### src/rtl/reorder_buffer_pkg.sv
// Shared types for the reorder buffer: row layout, ROB index and physical register address.
package reorder_buffer_pkg;

    localparam int unsigned ROB_DEPTH     = 16;
    localparam int unsigned ROB_IDX_W     = 4;
    localparam int unsigned PREG_W        = 7;
    localparam int unsigned ROB_CMP_PORTS = 3;

    typedef logic [ROB_IDX_W-1:0] rob_idx;
    typedef logic [PREG_W-1:0]    preg_addr;

    typedef struct packed {
        logic     valid;
        preg_addr preg_dst;
        preg_addr old_preg_dst;
        logic     complete;
        logic     reg_write;
    } rob_row_struct;

endpackage

### src/rtl/reorder_buffer_if.sv
// Dispatch, completion and retire signals of the reorder buffer.
// The master side is the pipeline; the slave side is the ROB.
interface reorder_buffer_if
    import reorder_buffer_pkg::*;
#(
    parameter int unsigned CMP_PORTS = ROB_CMP_PORTS
) ();

    logic                     alloc_valid;
    logic                     alloc_ready;
    preg_addr                 alloc_preg_dst;
    preg_addr                 alloc_old_preg_dst;
    logic                     alloc_reg_write;
    rob_idx                   alloc_rob_num;

    logic [CMP_PORTS-1:0]     cmp_valid;
    rob_idx [CMP_PORTS-1:0]   cmp_rob_num;

    logic                     retire_valid;
    preg_addr                 retire_preg_dst;
    preg_addr                 retire_old_preg_dst;
    logic                     retire_reg_write;

    logic [ROB_IDX_W:0]       count;
    logic                     empty;
    logic                     full;

    modport master (
        output alloc_valid, alloc_preg_dst, alloc_old_preg_dst, alloc_reg_write,
        output cmp_valid, cmp_rob_num,
        input  alloc_ready, alloc_rob_num,
        input  retire_valid, retire_preg_dst, retire_old_preg_dst, retire_reg_write,
        input  count, empty, full
    );

    modport slave (
        input  alloc_valid, alloc_preg_dst, alloc_old_preg_dst, alloc_reg_write,
        input  cmp_valid, cmp_rob_num,
        output alloc_ready, alloc_rob_num,
        output retire_valid, retire_preg_dst, retire_old_preg_dst, retire_reg_write,
        output count, empty, full
    );

endinterface

### src/rtl/reorder_buffer.sv
// Circular reorder buffer: in-order alloc at tail, out-of-order completion,
// in-order single retire at head with a registered retire pulse.
module reorder_buffer
    import reorder_buffer_pkg::*;
#(
    parameter int unsigned DEPTH     = ROB_DEPTH,
    parameter int unsigned CMP_PORTS = ROB_CMP_PORTS
) (
    input  logic           clk,
    input  logic           rst_n,
    reorder_buffer_if.slave rob
);

    localparam int unsigned IdxW = $clog2(DEPTH);

    // Pointers carry one extra wrap bit to tell full from empty.
    typedef logic [IdxW:0] ptr_t;

    rob_row_struct rows_q [DEPTH];
    rob_row_struct rows_d [DEPTH];
    ptr_t          head_q, head_d;
    ptr_t          tail_q, tail_d;

    logic          retire_valid_q;
    preg_addr      retire_preg_dst_q;
    preg_addr      retire_old_preg_dst_q;
    logic          retire_reg_write_q;

    logic          full;
    logic          do_alloc;
    logic          do_retire;
    rob_row_struct head_row;

    assign full      = (head_q[IdxW-1:0] == tail_q[IdxW-1:0]) && (head_q[IdxW] != tail_q[IdxW]);
    assign head_row  = rows_q[head_q[IdxW-1:0]];
    assign do_retire = head_row.valid && head_row.complete;
    // A same-cycle retire does not free a slot for alloc; full stalls for one cycle.
    assign do_alloc  = rob.alloc_valid && !full;

    always_comb begin
        rows_d = rows_q;
        head_d = head_q;
        tail_d = tail_q;

        for (int unsigned p = 0; p < CMP_PORTS; p++) begin
            if (rob.cmp_valid[p] && rows_q[rob.cmp_rob_num[p]].valid) begin
                rows_d[rob.cmp_rob_num[p]].complete = 1'b1;
            end
        end

        if (do_retire) begin
            rows_d[head_q[IdxW-1:0]].valid    = 1'b0;
            rows_d[head_q[IdxW-1:0]].complete = 1'b0;
            head_d                            = head_q + ptr_t'(1);
        end

        // The tail row is never valid while not full, so this cannot clobber a completion.
        if (do_alloc) begin
            rows_d[tail_q[IdxW-1:0]] = '{
                valid:        1'b1,
                preg_dst:     rob.alloc_preg_dst,
                old_preg_dst: rob.alloc_old_preg_dst,
                complete:     1'b0,
                reg_write:    rob.alloc_reg_write
            };
            tail_d = tail_q + ptr_t'(1);
        end
    end

    always_ff @(posedge clk) begin
        if (!rst_n) begin
            head_q                <= '0;
            tail_q                <= '0;
            retire_valid_q        <= 1'b0;
            retire_preg_dst_q     <= '0;
            retire_old_preg_dst_q <= '0;
            retire_reg_write_q    <= 1'b0;
            for (int i = 0; i < DEPTH; i++) begin
                rows_q[i] <= '0;
            end
        end else begin
            head_q         <= head_d;
            tail_q         <= tail_d;
            rows_q         <= rows_d;
            retire_valid_q <= do_retire;
            if (do_retire) begin
                retire_preg_dst_q     <= head_row.preg_dst;
                retire_old_preg_dst_q <= head_row.old_preg_dst;
                retire_reg_write_q    <= head_row.reg_write;
            end
        end
    end

    assign rob.alloc_ready         = !full;
    assign rob.alloc_rob_num       = tail_q[IdxW-1:0];
    assign rob.count               = tail_q - head_q;
    assign rob.empty               = (head_q == tail_q);
    assign rob.full                = full;
    assign rob.retire_valid        = retire_valid_q;
    assign rob.retire_preg_dst     = retire_preg_dst_q;
    assign rob.retire_old_preg_dst = retire_old_preg_dst_q;
    assign rob.retire_reg_write    = retire_reg_write_q;

endmodule

### src/flat_wrapper.sv
// flat-port wrapper written by rule: the top's interface ports become plain ports
module reorder_buffer_flat import reorder_buffer_pkg::*;
#(
    parameter int unsigned DEPTH     = ROB_DEPTH,
    parameter int unsigned CMP_PORTS = ROB_CMP_PORTS
)
  (clk, rst_n, rob_alloc_valid, rob_alloc_preg_dst, rob_alloc_old_preg_dst, rob_alloc_reg_write, rob_cmp_valid, rob_cmp_rob_num, rob_alloc_ready, rob_alloc_rob_num, rob_retire_valid, rob_retire_preg_dst, rob_retire_old_preg_dst, rob_retire_reg_write, rob_count, rob_empty, rob_full);
  reorder_buffer_if #(.CMP_PORTS(CMP_PORTS)) rob_i ();
  input  logic clk;
  input  logic rst_n;
  input wire logic [$bits(rob_i.alloc_valid)-1:0] rob_alloc_valid;
  input wire logic [$bits(rob_i.alloc_preg_dst)-1:0] rob_alloc_preg_dst;
  input wire logic [$bits(rob_i.alloc_old_preg_dst)-1:0] rob_alloc_old_preg_dst;
  input wire logic [$bits(rob_i.alloc_reg_write)-1:0] rob_alloc_reg_write;
  input wire logic [$bits(rob_i.cmp_valid)-1:0] rob_cmp_valid;
  input wire logic [$bits(rob_i.cmp_rob_num)-1:0] rob_cmp_rob_num;
  output wire logic [$bits(rob_i.alloc_ready)-1:0] rob_alloc_ready;
  output wire logic [$bits(rob_i.alloc_rob_num)-1:0] rob_alloc_rob_num;
  output wire logic [$bits(rob_i.retire_valid)-1:0] rob_retire_valid;
  output wire logic [$bits(rob_i.retire_preg_dst)-1:0] rob_retire_preg_dst;
  output wire logic [$bits(rob_i.retire_old_preg_dst)-1:0] rob_retire_old_preg_dst;
  output wire logic [$bits(rob_i.retire_reg_write)-1:0] rob_retire_reg_write;
  output wire logic [$bits(rob_i.count)-1:0] rob_count;
  output wire logic [$bits(rob_i.empty)-1:0] rob_empty;
  output wire logic [$bits(rob_i.full)-1:0] rob_full;
  assign rob_i.alloc_valid = rob_alloc_valid;
  assign rob_i.alloc_preg_dst = rob_alloc_preg_dst;
  assign rob_i.alloc_old_preg_dst = rob_alloc_old_preg_dst;
  assign rob_i.alloc_reg_write = rob_alloc_reg_write;
  assign rob_i.cmp_valid = rob_cmp_valid;
  assign rob_i.cmp_rob_num = rob_cmp_rob_num;
  assign rob_alloc_ready = rob_i.alloc_ready;
  assign rob_alloc_rob_num = rob_i.alloc_rob_num;
  assign rob_retire_valid = rob_i.retire_valid;
  assign rob_retire_preg_dst = rob_i.retire_preg_dst;
  assign rob_retire_old_preg_dst = rob_i.retire_old_preg_dst;
  assign rob_retire_reg_write = rob_i.retire_reg_write;
  assign rob_count = rob_i.count;
  assign rob_empty = rob_i.empty;
  assign rob_full = rob_i.full;
  reorder_buffer #(.DEPTH(DEPTH), .CMP_PORTS(CMP_PORTS)) u_core (.clk(clk), .rst_n(rst_n), .rob(rob_i));
endmodule
### config.mk
export PLATFORM = sky130hd
export DESIGN_NAME = reorder_buffer_flat
export DESIGN_NICKNAME = d
export VERILOG_FILES = /design/src/rtl/reorder_buffer_pkg.sv /design/src/rtl/reorder_buffer_if.sv /design/src/rtl/reorder_buffer.sv /design/src/flat_wrapper.sv
export SDC_FILE = /design/constraint.sdc
export NUM_CORES = 1
export LEC_CHECK = 0
export ABC_AREA = 1
export BUFFER_PORTS_ARGS = -buffer_cell sky130_fd_sc_hd__buf_2
export CORE_ASPECT_RATIO = 2
export CORE_MARGIN = 3
export CORE_UTILIZATION = 45
export CTS_CLUSTER_SIZE = 40
export DETAILED_ROUTE_END_ITERATION = 12
export PLACE_DENSITY = 0.67
export SETUP_SLACK_MARGIN = 0.02
export SLEW_MARGIN = 10
export SYNTH_ARGS = -nofsm -noshare
export SYNTH_HDL_FRONTEND = slang
export SYNTH_SLANG_ARGS = --single-unit
### constraint.sdc
create_clock -name clk -period 3 [get_ports clk]
set_clock_uncertainty 0.2 [all_clocks]
set_input_delay 0.15 -clock clk [delete_from_list [all_inputs] [get_ports clk]]
set_output_delay 0.15 -clock clk [all_outputs]
set_load 0.05 [all_outputs]
==> results of run 1 <==
final timing paths:
kind              cells after the start  slack, ns                               to
hold / removal                        7       0.03     u_core.rows_q[18]$_SDFF_PN0_
setup reg to reg                      9       0.10  u_core.rows_q[185]$_SDFFE_PN0P_
hold reg to reg                       2       0.24   u_core.rows_q[70]$_SDFFE_PN0P_
setup / recovery                      9       0.10  u_core.rows_q[185]$_SDFFE_PN0P_
metrics by stage:
stage / hold WS (ns) / std cells
after floorplan: 0.123 / 2233
after global placement: 0.228 / 2600
after detailed placement: 0.232 / 2600
after CTS: 0.0130 / 2676
after global routing: 0.0410 / 2678
final: 0.0259 / 2678
cells by family (layout without fill, tap and decap cells):
group / Yosys count / after routing / synth area share [%]
adder cells (fa/ha/maj): 13 / 13 / 1.12
flip-flops: 298 / 298 / 39.2
buffers and inverters: 523 / 534 / 14.5
other: 0 / 1 / 0
XOR/XNOR: 5 / 5 / 0.288
AND/OR/NAND/NOR: 548 / 549 / 15.7
AO/OA/AOI/OAI: 846 / 846 / 29.1
worst max-delay path: stages (launching register included):
cell	delay [ns]
dfxtp_1	0.45
inv_2	0.09
ha_1	0.35
nand4_1	0.15
or2_4	0.15
nand2_4	0.07
inv_2	0.39
nand4_4	0.54
o21ai_0	0.31
a21oi_1	0.06
cells in the mapped netlist (15+ instances only):
master and number:
nand3_1 63, clkbuf_1 80, buf_1 15, buf_4 15
o21ai_1 147, buf_6 16, nor3_1 18, o21ai_0 282
nand2_1 336, inv_1 335, a21oi_1 362, dfxtp_1 298
nand4_1 23, buf_2 48, a21oi_2 48, nor2_1 93
timing repair:
item | 4_1_cts | 5_1_grt
resized for setup | 0 | 4
hold buffers | 30 | 0
setup endpoints to repair | 0 | 22
endpoints found under the hold margin | 267 | 0
cell type report:
cell class | instances | area share (%)
timing repair buffer | 141 | 6.82
multi-input combinational | 1413 | 41.8
sequential | 298 | 35.3
inverter | 347 | 7.73
tap | 432 | 3.20
clock buffer | 39 | 4.74
clock inverter | 7 | 0.385
antenna | 1 | 0.0148
registers in the layout (all words and copies together) (netlist names):
| register | cells |
|---|---|
| u_core.head_q | 5 |
| u_core.rob.retire_old_preg_dst | 7 |
| u_core.rob.retire_preg_dst | 7 |
| u_core.rob.retire_reg_write | 1 |
| u_core.rob.retire_valid | 1 |
| u_core.rows_q | 272 |
| u_core.tail_q | 5 |
report_power, final:
part	switching, mW	internal [mW]
registers	0.0274	4.02
logic	0.498	0.199
clock network	1.51	1.93
total	2.03	6.14
per-layer routing:
metal,wire (um),vias to the layer above
li1,-,7245
met1,17600,6576
met2,24800,399
met3,2070,161
met4,3780,0
met5,0,-
cells in the final DEF, fill, tap and decap left out, types with 3 or more instances in the layout:
| cell type | n |
|---|---|
| buf_2 | 59 |
| nand2_1 | 334 |
| clkinv_2 | 4 |
| clkbuf_16 | 27 |
| inv_1 | 335 |
| buf_4 | 38 |
| nor2_1 | 91 |
| inv_2 | 7 |
| a21oi_1 | 362 |
| nor2_2 | 4 |
| a31oi_1 | 3 |
| ha_1 | 12 |
| dfxtp_1 | 296 |
| dlygate4sd3_1 | 30 |
| clkbuf_8 | 8 |
| clkinv_1 | 4 |
| o21ai_1 | 149 |
| clkbuf_1 | 4 |
| nor3_1 | 18 |
| buf_12 | 13 |
| nand3_1 | 63 |
| a21oi_2 | 48 |
| xor2_1 | 3 |
| nand4_1 | 23 |
| o21ai_0 | 280 |
| nand4_4 | 8 |
==> metrics, run 1 <==
Post-Syn Nets=2279; worst hold path startpoint=rob_cmp_rob_num[7]; dpl ws=0.156 ns; Fin. Hold Viols=0; async set-reset flop share out of synthesis=0%; RSZ-0062 raised after global routing=true; total global-route track usage=26.1%; via count=14.4k; CP Launch Type=flop; drt initial violations=1107; setup tns final=0 ns; r2r startpoint=u_core.head_q[2]$_SDFFE_PN0P_; CP Launch Point=u_core.head_q[2]$_SDFFE_PN0P_; Leak Pwr=6.49 nW; share of layout cells above drive strength 1=10.2%; Min-Delay Path Class=input pin to flop; gpl congestion=0.936; routing usage on met1=27.3%; Rel. slew slack=59.5%; DRC errors left=0; post-layout power=8.17 mW; cells after synthesis=2233; register area=5970 sq um; CP max FO=32; PD cells=484 nW/um^2; antenna-violating nets left=0; final worst slack=0.101 ns; status=finished, final reports clean; vias in the first global route=13.6k; CTS buffer count=26; Post-synth EDFFs=0; H-tree levels=1; Die W=136 um; placed instance area=15700 sq um; Post-Syn Area=15200 sq um; yosys warns=0; GR Util met3=2.97%; sequential area share after synthesis=39.2%; grt peak-use layer=met2; vias per std cell=5.37; Chip Height=266 um; drt pass-1 iters=5; Setup-failing EPs final=0; CTS tree=done; Initial Util=45.9%; Final min period=2.90 ns; first-pass GRT wire length=74.2 mm; area delta synth->final=11.1%; synth top area cells=dfxtp_1 (39%), a21oi_1 (12%), o21ai_0 (9.3%), nand2_1 (8.3%), inv_1 (8.3%); pin count of the biggest net entering global routing=98; area of the multi-input gates=7060 sq um; Buffers on Ports=60; Routed wire per std cell=18.0 um; flop and latch count out of synthesis=298; CP Capture Type=flop; CTS clk-pin slew, worst paths=0.07 ns; CORE AREA=33200 sq um; DP HPWL=32.3 mm; Synth Flop Type=dfxtp_1; Least-Margin Pin Slew=0.606 ns; peak supply drop=0.477 mV; Fmax=0.345 GHz; cell taking the most area after synthesis=dfxtp_1; finished layout cell area=16900 sq um; synthesized area per cell=6.81 sq um; GRT Residual Overflow=0; Rows=94; Longest Clk Path Bufs=3; max-slew violations=0; GR met2 Demand/Resource=47.6%; Final Cycle Share=96.6%; Setup CP Type=flop to flop; Setup Buffers After CTS=0; post-synth top area share=39.2%; io pins=61; FILL cells=3359; initial antenna violation count=1; Max-Cap Viols=0; final WL=48.3 mm; Sink Count=298; crit path DAT=3.11 ns; Clk Tree Root Cell=clkbuf_16; Layout Nets=2273; Final Util=50.9%; Worst-Skew Late Latency=0.55 ns; WP data required=3.21 ns; Synth cell types=34; die area=36200 sq um
Power figures use the tool's default switching activity.
==> inputs of run 2 (changes only) <==
clock period = 3.1 ns   (was 3 ns; I/O delays follow)
==> metrics, run 2 (same netlist as run 1, synthesis figures left out) <==
crit path DAT=2.55 ns (-0.56 ns); CP cell instances=buf_6 > buf_6 > fa_1 > o21ai_0 > xnor2_1 > buf_2; first-pass GRT wire length=73.8 mm (-0.45%); CP Capture Type=primary output; final WL=47.3 mm (-1.9%); Rows=94 (unchanged); CTS tree=done; drt pass-1 iters=5 (unchanged); pin count of the biggest net entering global routing=110 (+12%); Fmax=0.344 GHz; peak supply drop=0.455 mV (-4.5%); RSZ-0062 raised after global routing=false; final cell count without fillers=2662 (-0.60%); Worst-Skew Late Latency=0.54 ns (about the same); slowest CP cell=fa_1; routing usage on met1=28.2% (+0.81 points); Longest Clk Path Bufs=3 (unchanged); Die W=136 um (unchanged); Final min period=2.90 ns; io pins=61 (unchanged); status=finished, final reports clean; Setup-failing EPs final=0 (unchanged); CTS clk-pin slew, worst paths=0.07 ns (about the same); Least-Margin Pin Slew=0.962 ns (+0.356 ns); share of layout cells above drive strength 1=9.56% (-0.69 points); Fin. Hold Viols=0 (unchanged); via count=14.3k (-0.54%); Sink Count=298 (unchanged); vias per std cell=5.37 (about the same); antenna-violating nets left=0 (unchanged); CORE AREA=33200 sq um (unchanged); Routed wire per std cell=17.8 um (-1.3%); finished layout cell area=16700 sq um (-1.2%); CP Launch Type=flop; DP HPWL=31.3 mm (-3.2%); most frequent cells in the layout=a21oi_1 (362), nand2_1 (336), inv_1 (335); drt initial violations=856 (-23%); WP data required=2.74 ns (-0.47 ns); Setup CP Type=flop to primary output; Leak Pwr=6.40 nW (-1.5%); CP max FO=37 (+16%); max-slew violations=0 (unchanged); Layout Nets=2259 (-0.62%); Final Util=50.3% (-0.61 points); placed instance area=15500 sq um (-1.2%); most frequent CP cell=buf_6; GR Util met3=2.65% (-0.32 points); CTS buffer count=26 (unchanged); GR met2 Demand/Resource=47.4% (-0.20 points); GRT Residual Overflow=0 (unchanged); Buffers on Ports=60 (unchanged); H-tree levels=1 (unchanged); grt peak-use layer=met2; Initial Util=45.9% (unchanged); DRC errors left=0 (unchanged); Largest Register=u_core.rows_q; most common cell after layout, fill and taps aside=a21oi_1; initial antenna violation count=1 (unchanged); die area=36200 sq um (unchanged); Final Cycle Share=93.6%; area delta synth->final=9.72%; Clk Tree Root Cell=clkbuf_16; Rel. slew slack=35.9% (-24 points); max FFs per register=272 (unchanged); Critical Path Max Stage Delay=0.45 ns (-0.09 ns); gpl congestion=0.909 (-2.9%); setup tns final=0 ns (unchanged); PD cells=470 nW/um^2 (-2.8%); Setup Buffers After CTS=0 (unchanged); Chip Height=266 um (unchanged); Hold WS=0.0311 ns (+0.00519 ns); Max-Cap Viols=0 (unchanged); vias in the first global route=13.5k (-0.21%); post-placement cell count=2586 (-0.54%); Min-Delay Path Class=input pin to flop; total global-route track usage=25.8% (-0.37 points)
[run 2: changes by cell type in the layout (fill, tap and decap cells not counted), sizes merged]
cell and change:
buf -14, bufinv +1, clkbuf -5, clkinv +3
clkinvlp -1, dlygate4sd3 +1, nand4 -1
[run 2: report_power, final]
group | leakage, nW | internal, mW | switching (mW)
Clock | 0.421 | 1.85 | 1.46
Combinational | 3.57 | 0.185 | 0.445
Sequential | 2.41 | 3.89 | 0.0273
[run 2: worst paths after layout]
kind / slack [ns] / end / cells past startpoint / startpoint
setup reg to reg: 0.26 / u_core.rows_q[227]$_SDFFE_PN0P_ / 9 / u_core.head_q[2]$_SDFFE_PN0P_
hold reg to reg: 0.24 / u_core.rows_q[61]$_SDFFE_PN0P_ / 2 / u_core.rows_q[61]$_SDFFE_PN0P_
setup / recovery: 0.20 / rob_count[4] / 6 / u_core.head_q[1]$_SDFFE_PN0P_
hold / removal: 0.03 / u_core.rows_q[69]$_SDFF_PN0_ / 7 / rob_cmp_rob_num[11]
[run 2: layout make-up]
type                            count  area (sq um)
Antenna cell                        1          2.50
Clock buffer                       34           742
Clock inverter                     10           106
Fill cell                        3415         16500
Inverter                          347          1310
Multi-Input combinational cell   1412          7040
Sequential cell                   298          5970
Tap cell                          432           541
Timing Repair Buffer              128           981
[run 2: layer usage]
metal / up-vias / wire length, um / share of wire [%]
li1: 7219 / - / -
met1: 6584 / 17700 / 37
met2: 378 / 24800 / 52
met3: 123 / 1900 / 4.0
met4: 0 / 2980 / 6.3
met5: - / 0 / 0
[run 2: critical path, delay by kind of cell, from the launching register on]
family | cells | cell delay, ns
flops | 1 | 0.33
compound gates | 1 | 0.29
fa+ha+maj | 1 | 0.45
xor+xnor | 1 | 0.15
buf+inv | 3 | 0.75
[run 2: repair_timing]
action | CTS | global route
hold buffers | 31 | 0
hold endpoints to repair | 265 | 0
endpoints found under the setup margin | 2 | 52
resized for setup | 1 | 8
pin swaps | 0 | 2
[run 2: through the flow]
stage / power, mW / setup WS (ns)
6_report: 7.85 / 0.197
5_1_grt: 8.12 / 0.0440
4_1_cts: 7.90 / 0.0856
3_5_place_dp: 4.60 / 0.130
3_3_place_gp: 4.59 / 0.189
2_1_floorplan: 4.43 / 0.271
==> inputs of run 3 (changes only) <==
ABC_AREA = unset   (was 1)
CTS_BUF_LIST = sky130_fd_sc_hd__clkbuf_2 sky130_fd_sc_hd__clkbuf_4 sky130_fd_sc_hd__clkbuf_8   (was unset)
GPL_ROUTABILITY_DRIVEN = 0   (was unset)
==> metrics, run 3 <==
cell taking the most area after synthesis=dfxtp_1; vias in the first global route=10.9k (-19%); CP cell instances=buf_12 > fa_1 > inv_1 > a21o_1 > a21oi_1 > xor2_1 > buf_2; synth top area cells=dfxtp_1 (41%), mux4_2 (14%), mux2i_1 (13%), nor2b_1 (7.6%), nand2_1 (5.5%); share of layout cells above drive strength 1=18.8% (+9.2 points); CTS clk-pin slew, worst paths=0.07 ns (about the same); Post-Syn Area=14400 sq um (-5.0%); pin count of the biggest net entering global routing=120 (+9.1%); setup tns final=0 ns (unchanged); die area=34400 sq um (-4.9%); Min-Delay Path Class=input pin to flop; Fin. Hold Viols=0 (unchanged); final WL=39.7 mm (-16%); Final Cycle Share=92.0% (-1.6 points); Synth Flop Type=dfxtp_1; most common cell after layout, fill and taps aside=dfxtp_1; Fmax=0.351 GHz (+1.8%); Final min period=2.85 ns (-0.0507 ns); Buffers on Ports=60 (unchanged); first-pass GRT wire length=62.6 mm (-15%); CORE AREA=31500 sq um (-4.9%); io pins=61 (unchanged); Largest Register=u_core.rows_q; PD cells=488 nW/um^2 (+3.7%); crit path DAT=2.50 ns (-0.05 ns); CP Launch Type=flop; routing usage on met1=25.0% (-3.1 points); Final Util=51.8% (+1.5 points); Synth cell types=63 (+85%); initial antenna violation count=2 (+1); CTS tree=done; Least-Margin Pin Slew=0.784 ns (-0.178 ns); synthesized area per cell=10.4 sq um (+53%); cells after synthesis=1383 (-38%); commonest cells in the netlist=dfxtp_1 (298), nand2_1 (210), mux2i_1 (183); drt initial violations=712 (-17%); Leak Pwr=6.56 nW (+2.5%); area delta synth->final=13.2%; DP HPWL=25.7 mm (-18%); reg2reg setup slack=0.30 ns (+0.04 ns); Layout Nets=1472 (-35%); Routed wire per std cell=21.1 um (+19%); vias per std cell=5.60 (+4.3%); Rows=92 (-2.1%); Initial Util=45.8% (-0.059 points); status=finished, final reports clean; peak supply drop=0.240 mV (-47%); Longest Clk Path Bufs=3 (unchanged); slowest CP cell=dfxtp_4; max FFs per register=272 (unchanged); total global-route track usage=23.2% (-2.5 points); DRC errors left=0 (unchanged); Setup CP Type=flop to primary output; Rel. slew slack=47.7% (+12 points); CTS buffer count=42 (+62%); WP data required=2.74 ns (about the same); count leader, synth=dfxtp_1; GR Util met3=2.60% (-0.047 points); post-layout power=7.97 mW (+1.6%); yosys warns=0 (unchanged); flop and latch count out of synthesis=298 (unchanged); drt pass-1 iters=5 (unchanged); H-tree levels=2 (+1); Die W=133 um (-2.4%); post-synth top area share=41.3% (+2.1 points); max-slew violations=0 (unchanged); Sink Count=298 (unchanged); Chip Height=259 um (-2.5%); async set-reset flop share out of synthesis=0% (unchanged); Clk Tree Root Cell=clkbuf_8; via count=10.5k (-26%); Critical Path Max Stage Delay=0.50 ns (+0.05 ns); Max-Cap Viols=0 (unchanged); RSZ-0062 raised after global routing=false; CP Capture Type=primary output; GR met2 Demand/Resource=44.1% (-3.3 points); sequential area share after synthesis=41.3% (+2.1 points); post-cts gate resize count=0 (-1); Post-Syn Nets=1429 (-37%); grt peak-use layer=met2; Hold WS=0.0314 ns (+0.000233 ns); Setup-failing EPs final=0 (unchanged); GRT Residual Overflow=0 (unchanged); antenna-violating nets left=0 (unchanged); Worst-Skew Late Latency=0.56 ns (+0.02 ns); most frequent cells in the layout=dfxtp_1 (296), nand2_1 (210), mux2i_1 (183); CP max FO=61 (+65%); Post-synth EDFFs=0 (unchanged)
-- run 3: cell types whose count changed after synthesis, moves of 88 or more --
cell      previous run  this run
o21ai_1            147         0
a21boi_0             0        88
mux2i_1              0       183
nand2_1            336       210
a21oi_1            362        12
nor2b_1              0       176
o21ai_0            282         4
inv_1              335        17
-- run 3: repair_timing --
action	in CTS	in global routing
setup buffers	0	0
hold buffers	22	0
endpoints found under the hold margin	273	0
-- run 3: final timing paths --
path | cells past startpoint | to | startpoint
setup / recovery | 7 | rob_count[4] | u_core.head_q[1]$_SDFFE_PN0P_
hold / removal | 5 | u_core.rows_q[120]$_SDFF_PN0_ | rob_cmp_rob_num[11]
setup reg to reg | 8 | u_core.rows_q[258]$_SDFFE_PN0P_ | u_core.head_q[1]$_SDFFE_PN0P_
hold reg to reg | 2 | u_core.rows_q[130]$_SDFFE_PN0P_ | u_core.rows_q[130]$_SDFFE_PN0P_
-- run 3: kinds of logic (layout without fill, tap and decap cells) --
logic type	count (synthesis)	count (layout)	share of synthesized area, %
AOI/OAI and AO/OA	159	159	8.30
xor gates and xnor gates	10	10	0.606
adders and majority gates	13	13	1.18
buffers and inverters	140	214	4.48
DFF	298	298	41.3
muxes	273	273	26.6
other	0	2	0
and+or+nand+nor	490	490	17.6
-- run 3: metal layers --
| layer | part of all wire, % | up-vias | wire, um |
|---|---|---|---|
| li1 | - | 4934 | - |
| met1 | 37 | 5203 | 14800 |
| met2 | 54 | 287 | 21600 |
| met3 | 3.7 | 122 | 1470 |
| met4 | 4.6 | 0 | 1840 |
| met5 | 0 | - | 0 |
-- run 3: critical path, delay by kind of cell (launching register included) --
| kind | cells | cell delay, ns |
|---|---|---|
| flip-flops | 1 | 0.50 |
| adder cells (fa/ha/maj) | 1 | 0.29 |
| XOR/XNOR | 1 | 0.15 |
| AO/OA/AOI/OAI | 2 | 0.33 |
| buffers and inverters | 3 | 0.67 |
-- run 3: through the flow --
stage	area [sq um]	setup slack, ns	instances
after floorplan	14500	0.0873	1383
after global placement	15200	0.429	1783
after detailed placement	15200	0.341	1783
after CTS	16300	0.163	1880
after global routing	16300	0.0543	1882
final	16300	0.248	1882
-- run 3: power by group --
| part | internal (mW) | switching [mW] | total (mW) |
|---|---|---|---|
| clock | 1.79 | 1.52 | 3.31 |
| sequential | 3.87 | 0.0380 | 3.91 |
| combinational | 0.315 | 0.434 | 0.749 |
-- run 3: layout make-up --
cell class,instances,area (sq um)
Inverter,17,63.8
Clock inverter,9,81.3
Clock buffer,66,827
Multi-Input combinational cell,945,7840
Timing Repair Buffer,122,1030
Sequential cell,298,5970
Fill cell,2878,15200
Antenna cell,2,5.00
Tap cell,423,529
